$ cat src/rtl/stride_perm.sv
`default_nettype none
// ============================================================================
// stride_perm : L(N_POINTS,STRIDE) stride permutation over ping-pong frame banks.
// Optional macro STRIDE_PERM_INVERSE_EN adds per-frame inverse L(N_POINTS,M).
// Rev 1.0
// ============================================================================
module stride_perm #(
  parameter int NB_DATA  = 16,
  parameter int N_POINTS = 32,
  parameter int N_PORTS  = 4,
  parameter int STRIDE   = 8
) (
  input  logic                          i_clk,
  input  logic                          i_rst_n,
  input  logic [N_POINTS*NB_DATA-1:0]   i_data,
  input  logic                          i_valid,
  input  logic                          i_enable,
`ifdef STRIDE_PERM_INVERSE_EN
  input  logic                          i_inverse,
`endif
  output logic                          o_ready,
  output logic [N_PORTS*NB_DATA-1:0]    o_data,
  output logic                          o_valid,
  output logic                          o_last,
  input  logic                          i_out_ready
);

  localparam int M     = N_POINTS / STRIDE;
  localparam int BEATS = N_POINTS / N_PORTS;
  localparam int BW    = (BEATS > 1) ? $clog2(BEATS) : 1;
  localparam int FW    = N_POINTS * NB_DATA;
  localparam int PW    = N_PORTS * NB_DATA;
  localparam logic [BW-1:0] LAST = BW'(BEATS - 1);

  typedef enum logic [1:0] {B_EMPTY = 2'd0, B_FULL = 2'd1, B_DRAIN = 2'd2} bank_st_e;
  typedef enum logic [0:0] {S_IDLE = 1'b0, S_DRAIN = 1'b1} rd_st_e;

  logic [FW-1:0]  bank_q [2];
  bank_st_e       bank_st_q [2];
  bank_st_e       bank_st_d [2];
  rd_st_e         st_q, st_d;
  logic           wr_ptr_q, wr_ptr_d;
  logic           rd_ptr_q, rd_ptr_d;
  logic [BW-1:0]  beat_q, beat_d;
  logic [PW-1:0]  data_q, data_d;
  logic           valid_q, valid_d;
  logic           last_q, last_d;
  logic           ready_q, ready_d;
  logic           accept;
  logic           start;
  logic           start_bank;
  logic           inv_rd;
  logic           inv_st;

  // Samples for beat k of one frame; inv selects L(N_POINTS, M) instead.
  function automatic logic [PW-1:0] f_beat(input logic [FW-1:0] frame,
                                           input logic [BW-1:0] k,
                                           input logic          inv);
    logic [PW-1:0] beat;
    int j;
    int src;
    beat = '0;
    for (int p = 0; p < N_PORTS; p++) begin
      j   = int'(k) * N_PORTS + p;
      src = inv ? ((j % STRIDE) * M + j / STRIDE) : ((j % M) * STRIDE + j / M);
      beat[p*NB_DATA +: NB_DATA] = frame[src*NB_DATA +: NB_DATA];
    end
    return beat;
  endfunction

`ifdef STRIDE_PERM_INVERSE_EN
  logic inv_q [2];
  assign inv_rd = inv_q[rd_ptr_q];
  assign inv_st = inv_q[start_bank];

  always_ff @(posedge i_clk) begin
    if (accept) inv_q[wr_ptr_q] <= i_inverse;
  end
`else
  assign inv_rd = 1'b0;
  assign inv_st = 1'b0;
`endif

  always_ff @(posedge i_clk) begin
    if (accept) bank_q[wr_ptr_q] <= i_data;
  end

  always_comb begin
    bank_st_d  = bank_st_q;
    st_d       = st_q;
    wr_ptr_d   = wr_ptr_q;
    rd_ptr_d   = rd_ptr_q;
    beat_d     = beat_q;
    data_d     = data_q;
    valid_d    = valid_q;
    last_d     = last_q;
    start      = 1'b0;
    start_bank = rd_ptr_q;
    accept     = i_enable & i_valid & ready_q;

    if (i_enable) begin
      if (accept) begin
        bank_st_d[wr_ptr_q] = B_FULL;
        wr_ptr_d            = ~wr_ptr_q;
      end
      unique case (st_q)
        S_IDLE: begin
          if (bank_st_q[rd_ptr_q] == B_FULL) start = 1'b1;
        end
        S_DRAIN: begin
          if (valid_q && i_out_ready) begin
            if (beat_q != LAST) begin
              beat_d = beat_q + BW'(1);
              data_d = f_beat(bank_q[rd_ptr_q], beat_d, inv_rd);
              last_d = (beat_d == LAST);
            end else begin
              // Final beat accepted: release this bank, chain straight into the other if loaded.
              bank_st_d[rd_ptr_q] = B_EMPTY;
              rd_ptr_d            = ~rd_ptr_q;
              if (bank_st_q[~rd_ptr_q] == B_FULL) begin
                start      = 1'b1;
                start_bank = ~rd_ptr_q;
              end else begin
                st_d    = S_IDLE;
                valid_d = 1'b0;
                last_d  = 1'b0;
                beat_d  = '0;
              end
            end
          end
        end
        default: st_d = S_IDLE;
      endcase
      if (start) begin
        bank_st_d[start_bank] = B_DRAIN;
        st_d    = S_DRAIN;
        beat_d  = '0;
        data_d  = f_beat(bank_q[start_bank], '0, inv_st);
        valid_d = 1'b1;
        last_d  = (LAST == '0);
      end
    end
    ready_d = (bank_st_d[wr_ptr_d] == B_EMPTY);
  end

  always_ff @(posedge i_clk or negedge i_rst_n) begin
    if (!i_rst_n) begin
      bank_st_q[0] <= B_EMPTY;
      bank_st_q[1] <= B_EMPTY;
      st_q         <= S_IDLE;
      wr_ptr_q     <= 1'b0;
      rd_ptr_q     <= 1'b0;
      beat_q       <= '0;
      data_q       <= '0;
      valid_q      <= 1'b0;
      last_q       <= 1'b0;
      ready_q      <= 1'b1;
    end else begin
      bank_st_q <= bank_st_d;
      st_q      <= st_d;
      wr_ptr_q  <= wr_ptr_d;
      rd_ptr_q  <= rd_ptr_d;
      beat_q    <= beat_d;
      data_q    <= data_d;
      valid_q   <= valid_d;
      last_q    <= last_d;
      ready_q   <= ready_d;
    end
  end

  assign o_ready = ready_q;
  assign o_data  = data_q;
  assign o_valid = valid_q;
  assign o_last  = last_q;

endmodule
`default_nettype wire

$ cat config.mk
export PLATFORM = sky130hd
export DESIGN_NAME = stride_perm
export DESIGN_NICKNAME = d
export VERILOG_FILES = /design/src/rtl/stride_perm.sv
export SDC_FILE = /design/constraint.sdc
export NUM_CORES = 1
export LEC_CHECK = 0
export BUFFER_PORTS_ARGS = -buffer_cell sky130_fd_sc_hd__buf_4
export CAP_MARGIN = 20
export CORE_ASPECT_RATIO = 0.75
export CORE_MARGIN = 3
export CORE_UTILIZATION = 57
export CTS_CLUSTER_DIAMETER = 100
export DETAILED_ROUTE_END_ITERATION = 8
export HOLD_SLACK_MARGIN = 0.12
export PLACE_DENSITY_LB_ADDON = 0.25
export SLEW_MARGIN = 10
export SYNTH_ARGS = -nofsm -noshare
export SYNTH_HDL_FRONTEND = slang
export SYNTH_SLANG_ARGS = --single-unit
$ cat constraint.sdc
create_clock -name i_clk -period 19.1 [get_ports i_clk]
set_input_delay 0.955 -clock i_clk [delete_from_list [all_inputs] [get_ports i_clk]]
set_output_delay 0.955 -clock i_clk [all_outputs]
set_load 0.03 [all_outputs]
==> impl_metrics.toml <==
[power_and_ir_drop]
power.share.clock_pct = 30.2
static-leakage-power_uw = 0.0170
sw_frac_of_total_pct = 29.6
powerDensity_nw_per_um2 = 131
worst_ir_drop_vdd_mv = 0.128
p_comb_share_pct = 26.6
switchingPower_uw = 1990
cell_internal_pwr_uw = 4740
share_seq_of_total_power_pct = 43.3

[logic_synthesis]
post_synth_num_cell_types = 42
synthesis.instances = 2040
yosys_warnings = 0
synth_sequential_area_ratio_pct = 76.9
synthesized_flop_and_latch_total = 1101
netlist_area_um2 = 42500
syn-num-nets = 2562
async_flop_share_pct = 6.99
synth_edf_count = 1024
synth-main-ff-cell = "sky130_fd_sc_hd__edfxtp_1"
yosys.area.top_type_share_pct = 72.4
cell_taking_the_most_area_after_synthesis = "sky130_fd_sc_hd__edfxtp_1"
synthTopCellsByArea = "sky130_fd_sc_hd__edfxtp_1 72%, sky130_fd_sc_hd__mux4_2 10%, sky130_fd_sc_hd__dfrtp_1 4.5%"
synth.avg_cell_area_um2 = 20.8

[finish]
finalNetCount = 3133
layout.filler_cells = 4510
final_instance_area_um2 = 51400
final_layout_size_suffix_gt1_share_pct = 36.3
area_growth_pct = 20.9

[timing]
finalSetupViolations = 0
timing.fmax_ghz = 0.214
setup_tns_after_final_layout_ps = 0
timing.final.max_slew_violations = 0
timing_worst_slew_pin_value_ps = 1330
timing.clock.skew_ps = 15.0
timing.slew.headroom_pct = 11.4
grt_setup_unrepaired = "no"
fin_crit_ps = 4680
fin_crit_sh_pct = 24.5
fin_ws_ps = 14420
hold_violations = 0

[detailed_routing]
routed_wl_um = 111000
route.vias.total = 23800
via_per_inst = 6.42
drc = 0
ant_nets = 0
drt_first_iter_violations = 2798
wl_per_cell_um = 29.9
detailedRoute.firstPassIterationCount = 5

[worst_setup_path]
critical_path_peak_fanout = 63
critical_path.max_stage_delay_ps = 990
timing.critical_path.from_type = "flip-flop"
cp_data_arrival_time_ps = 5260
worstSetupPathType = "flip-flop to flip-flop"
critical_path.cell_chain = "inv_1 > ha_4 > buf_4 > nor2b_4 > buf_4 > a221oi_1 > a21oi_1 > o22a_1"
cp_slowest_cell = "sky130_fd_sc_hd__dfrtp_4"
crit_path_end_kind = "flip-flop"
data_required_time_of_the_worst_path_ps = 19690
critical-path-top-delay-family = "buffers and inverters"
crit_top_cell = "sky130_fd_sc_hd__buf_4"
cp_num_buf_inv = 3

[placement]
post_detail_place_hpwl_um = 68900
finalWeightedCongestion = 0.823
placed_area_um2 = 47900
total_of_buffers_placed_on_input_and_output_ports = 583
post-place-ws_ps = 14400

[clocking]
cts.htree.levels = 3
number_of_buffers_inserted_to_repair_setup_after_cts = 0
clock_tree_from_tritoncts = "yes"
cts-buffers-inserted = 101
cts_sink_cnt = 1101
clk-insertion-delay-late_ps = 660
clk_path_buf_depth = 3
cts_resized = 0
cts_hold_repair.buffers = 0
clock_tree.root_cell = "sky130_fd_sc_hd__clkbuf_16"
path_clk_slew_ps = 60

[grt]
first_pass_grt_wire_length_um = 161000
grt_remaining_overflow = 0
number_of_global_route_vias_before_repair = 24500
grt_start_max_net_pins = 194
grt_antenna_before_repair = 48
track_usage_pct = 28.4

[floorplan]
area_enclosed_by_the_die_boundary_um2 = 77900
floorplan.rows = 86
floorplan.initialDensity_pct = 57.7
design.portCount = 584
die_h_um = 242
core_region_um2 = 73600
die_x_um = 321

[outcome]
run_status = "finished clean"

[run]
cap_viol_max_count = 0

[worst_hold_path]
hp-class = "input pin to async pin"
-- synthesized netlist by cell type, types with 2 or more instances --
| master | count |
|---|---|
| sky130_fd_sc_hd__o22a_1 | 65 |
| sky130_fd_sc_hd__a221o_1 | 64 |
| sky130_fd_sc_hd__nand3_1 | 6 |
| sky130_fd_sc_hd__o22ai_1 | 5 |
| sky130_fd_sc_hd__inv_1 | 7 |
| sky130_fd_sc_hd__a22oi_1 | 63 |
| sky130_fd_sc_hd__nand2_1 | 13 |
| sky130_fd_sc_hd__nor2b_1 | 6 |
| sky130_fd_sc_hd__clkbuf_1 | 78 |
| sky130_fd_sc_hd__dfrtp_1 | 76 |
| sky130_fd_sc_hd__buf_2 | 54 |
| sky130_fd_sc_hd__a221oi_1 | 63 |
| sky130_fd_sc_hd__or3_1 | 2 |
| sky130_fd_sc_hd__a32oi_1 | 2 |
| sky130_fd_sc_hd__edfxtp_1 | 1024 |
| sky130_fd_sc_hd__o21a_1 | 2 |
| sky130_fd_sc_hd__nor2_1 | 5 |
| sky130_fd_sc_hd__o211ai_1 | 66 |
| sky130_fd_sc_hd__mux4_2 | 192 |
| sky130_fd_sc_hd__nand4_1 | 2 |
| sky130_fd_sc_hd__buf_4 | 7 |
| sky130_fd_sc_hd__o21ai_0 | 9 |
| sky130_fd_sc_hd__a21oi_1 | 70 |
| sky130_fd_sc_hd__nand2b_1 | 2 |
| sky130_fd_sc_hd__ha_1 | 5 |
| sky130_fd_sc_hd__buf_1 | 9 |
| sky130_fd_sc_hd__mux2i_1 | 128 |
-- worst paths after layout --
check | cells past startpoint | end | slack [ps] | startpoint
min | 1 | o_data[59] | 290 | i_rst_n
max reg2reg | 8 | o_data[23] | 14420 | beat_q[0]
min reg2reg | 2 | o_last | 510 | o_last
min in group i_clk | 1 | bank_q[0][391] | 480 | i_data[391]
max in group asynchronous | 2 | beat_q[0] | 17400 | i_rst_n
max | 8 | o_data[23] | 14420 | beat_q[0]
-- through the flow --
step                      instances  hold WS, ps  util (%)  power (uW)
after detailed placement       3473          499      65.1        4740
final                          3698          289      69.8        6730
after global placement         3470          469      65.0        4690
after CTS                      3664          257      69.6        6750
after global routing           3694          274      69.8        6960
after floorplan                2040          456         -        4130
-- state kept, by name, indices dropped and copies added, names as in the netlist, 3 cells and up --
signal,cells
bank_q,1024
bank_st_q,4
beat_q,3
o_data,64
-- per-layer routing --
metal,global-route usage (%),part of all wire [%],up-vias
met5,0,0.17,-
met4,10.3,2.9,32
met3,8.31,10,214
met2,43.8,49,1296
met1,39.0,38,12300
li1,-,-,9939
-- final cells by class --
cell class | instances | area, um^2 | share of cell area, %
tap | 968 | 1210 | 2.36
multi-input combinational | 784 | 9260 | 18.0
antenna | 31 | 77.6 | 0.151
clock buffer | 141 | 2840 | 5.53
clock inverter | 50 | 519 | 1.01
sequential | 1101 | 32700 | 63.6
inverter | 7 | 26.3 | 0.0511
timing repair buffer | 616 | 4770 | 9.29
-- worst reg2reg max path, cell delays in order, from the launching register on --
cell                       delay [ps]
sky130_fd_sc_hd__dfrtp_4          990
sky130_fd_sc_hd__inv_1            190
sky130_fd_sc_hd__ha_4             680
sky130_fd_sc_hd__buf_4            880
sky130_fd_sc_hd__nor2b_4          350
sky130_fd_sc_hd__buf_4            850
sky130_fd_sc_hd__a221oi_1         320
sky130_fd_sc_hd__a21oi_1          220
sky130_fd_sc_hd__o22a_1           140
-- power groups by stage --
stage / clock (uW) / combinational, uW / sequential, uW
2_1_floorplan: 0 / 1020 / 3110
3_3_place_gp: 0 / 1740 / 2950
3_5_place_dp: 0 / 1780 / 2960
4_1_cts: 2060 / 1780 / 2910
5_1_grt: 2160 / 1880 / 2930
6_report: 2030 / 1790 / 2910
-- cells in the final DEF, fill, tap and decap left out, drive strengths merged, types with 2 or more instances in the layout --
master,n
clkinv,35
buf,616
clkbuf,141
a22oi,63
a221o,64
ha,5
a32oi,2
a221oi,63
edfxtp,1024
nor2,6
inv,10
o21a,2
bufinv,10
nand4,2
clkinvlp,2
or3,2
o22a,65
o211ai,66
nand2,13
dfrtp,76
nand2b,2
nand3,6
mux2i,128
a21oi,71
mux4,192
o21ai,9
o22ai,5
diode,31
nor2b,6
-- cell families (layout without fill, tap and decap cells) --
family	Yosys count	count (layout)	share of synthesized area (%)
AOI/OAI and AO/OA	416	416	7.65
adders and majority gates	5	5	0.147
and+or+nand+nor	42	42	0.509
DFF	1101	1101	76.9
other	0	31	0
muxes	320	320	13.2
buffers and inverters	155	814	1.59
xor gates and xnor gates	1	1	0.0206
(Power assumes the default switching activity.)
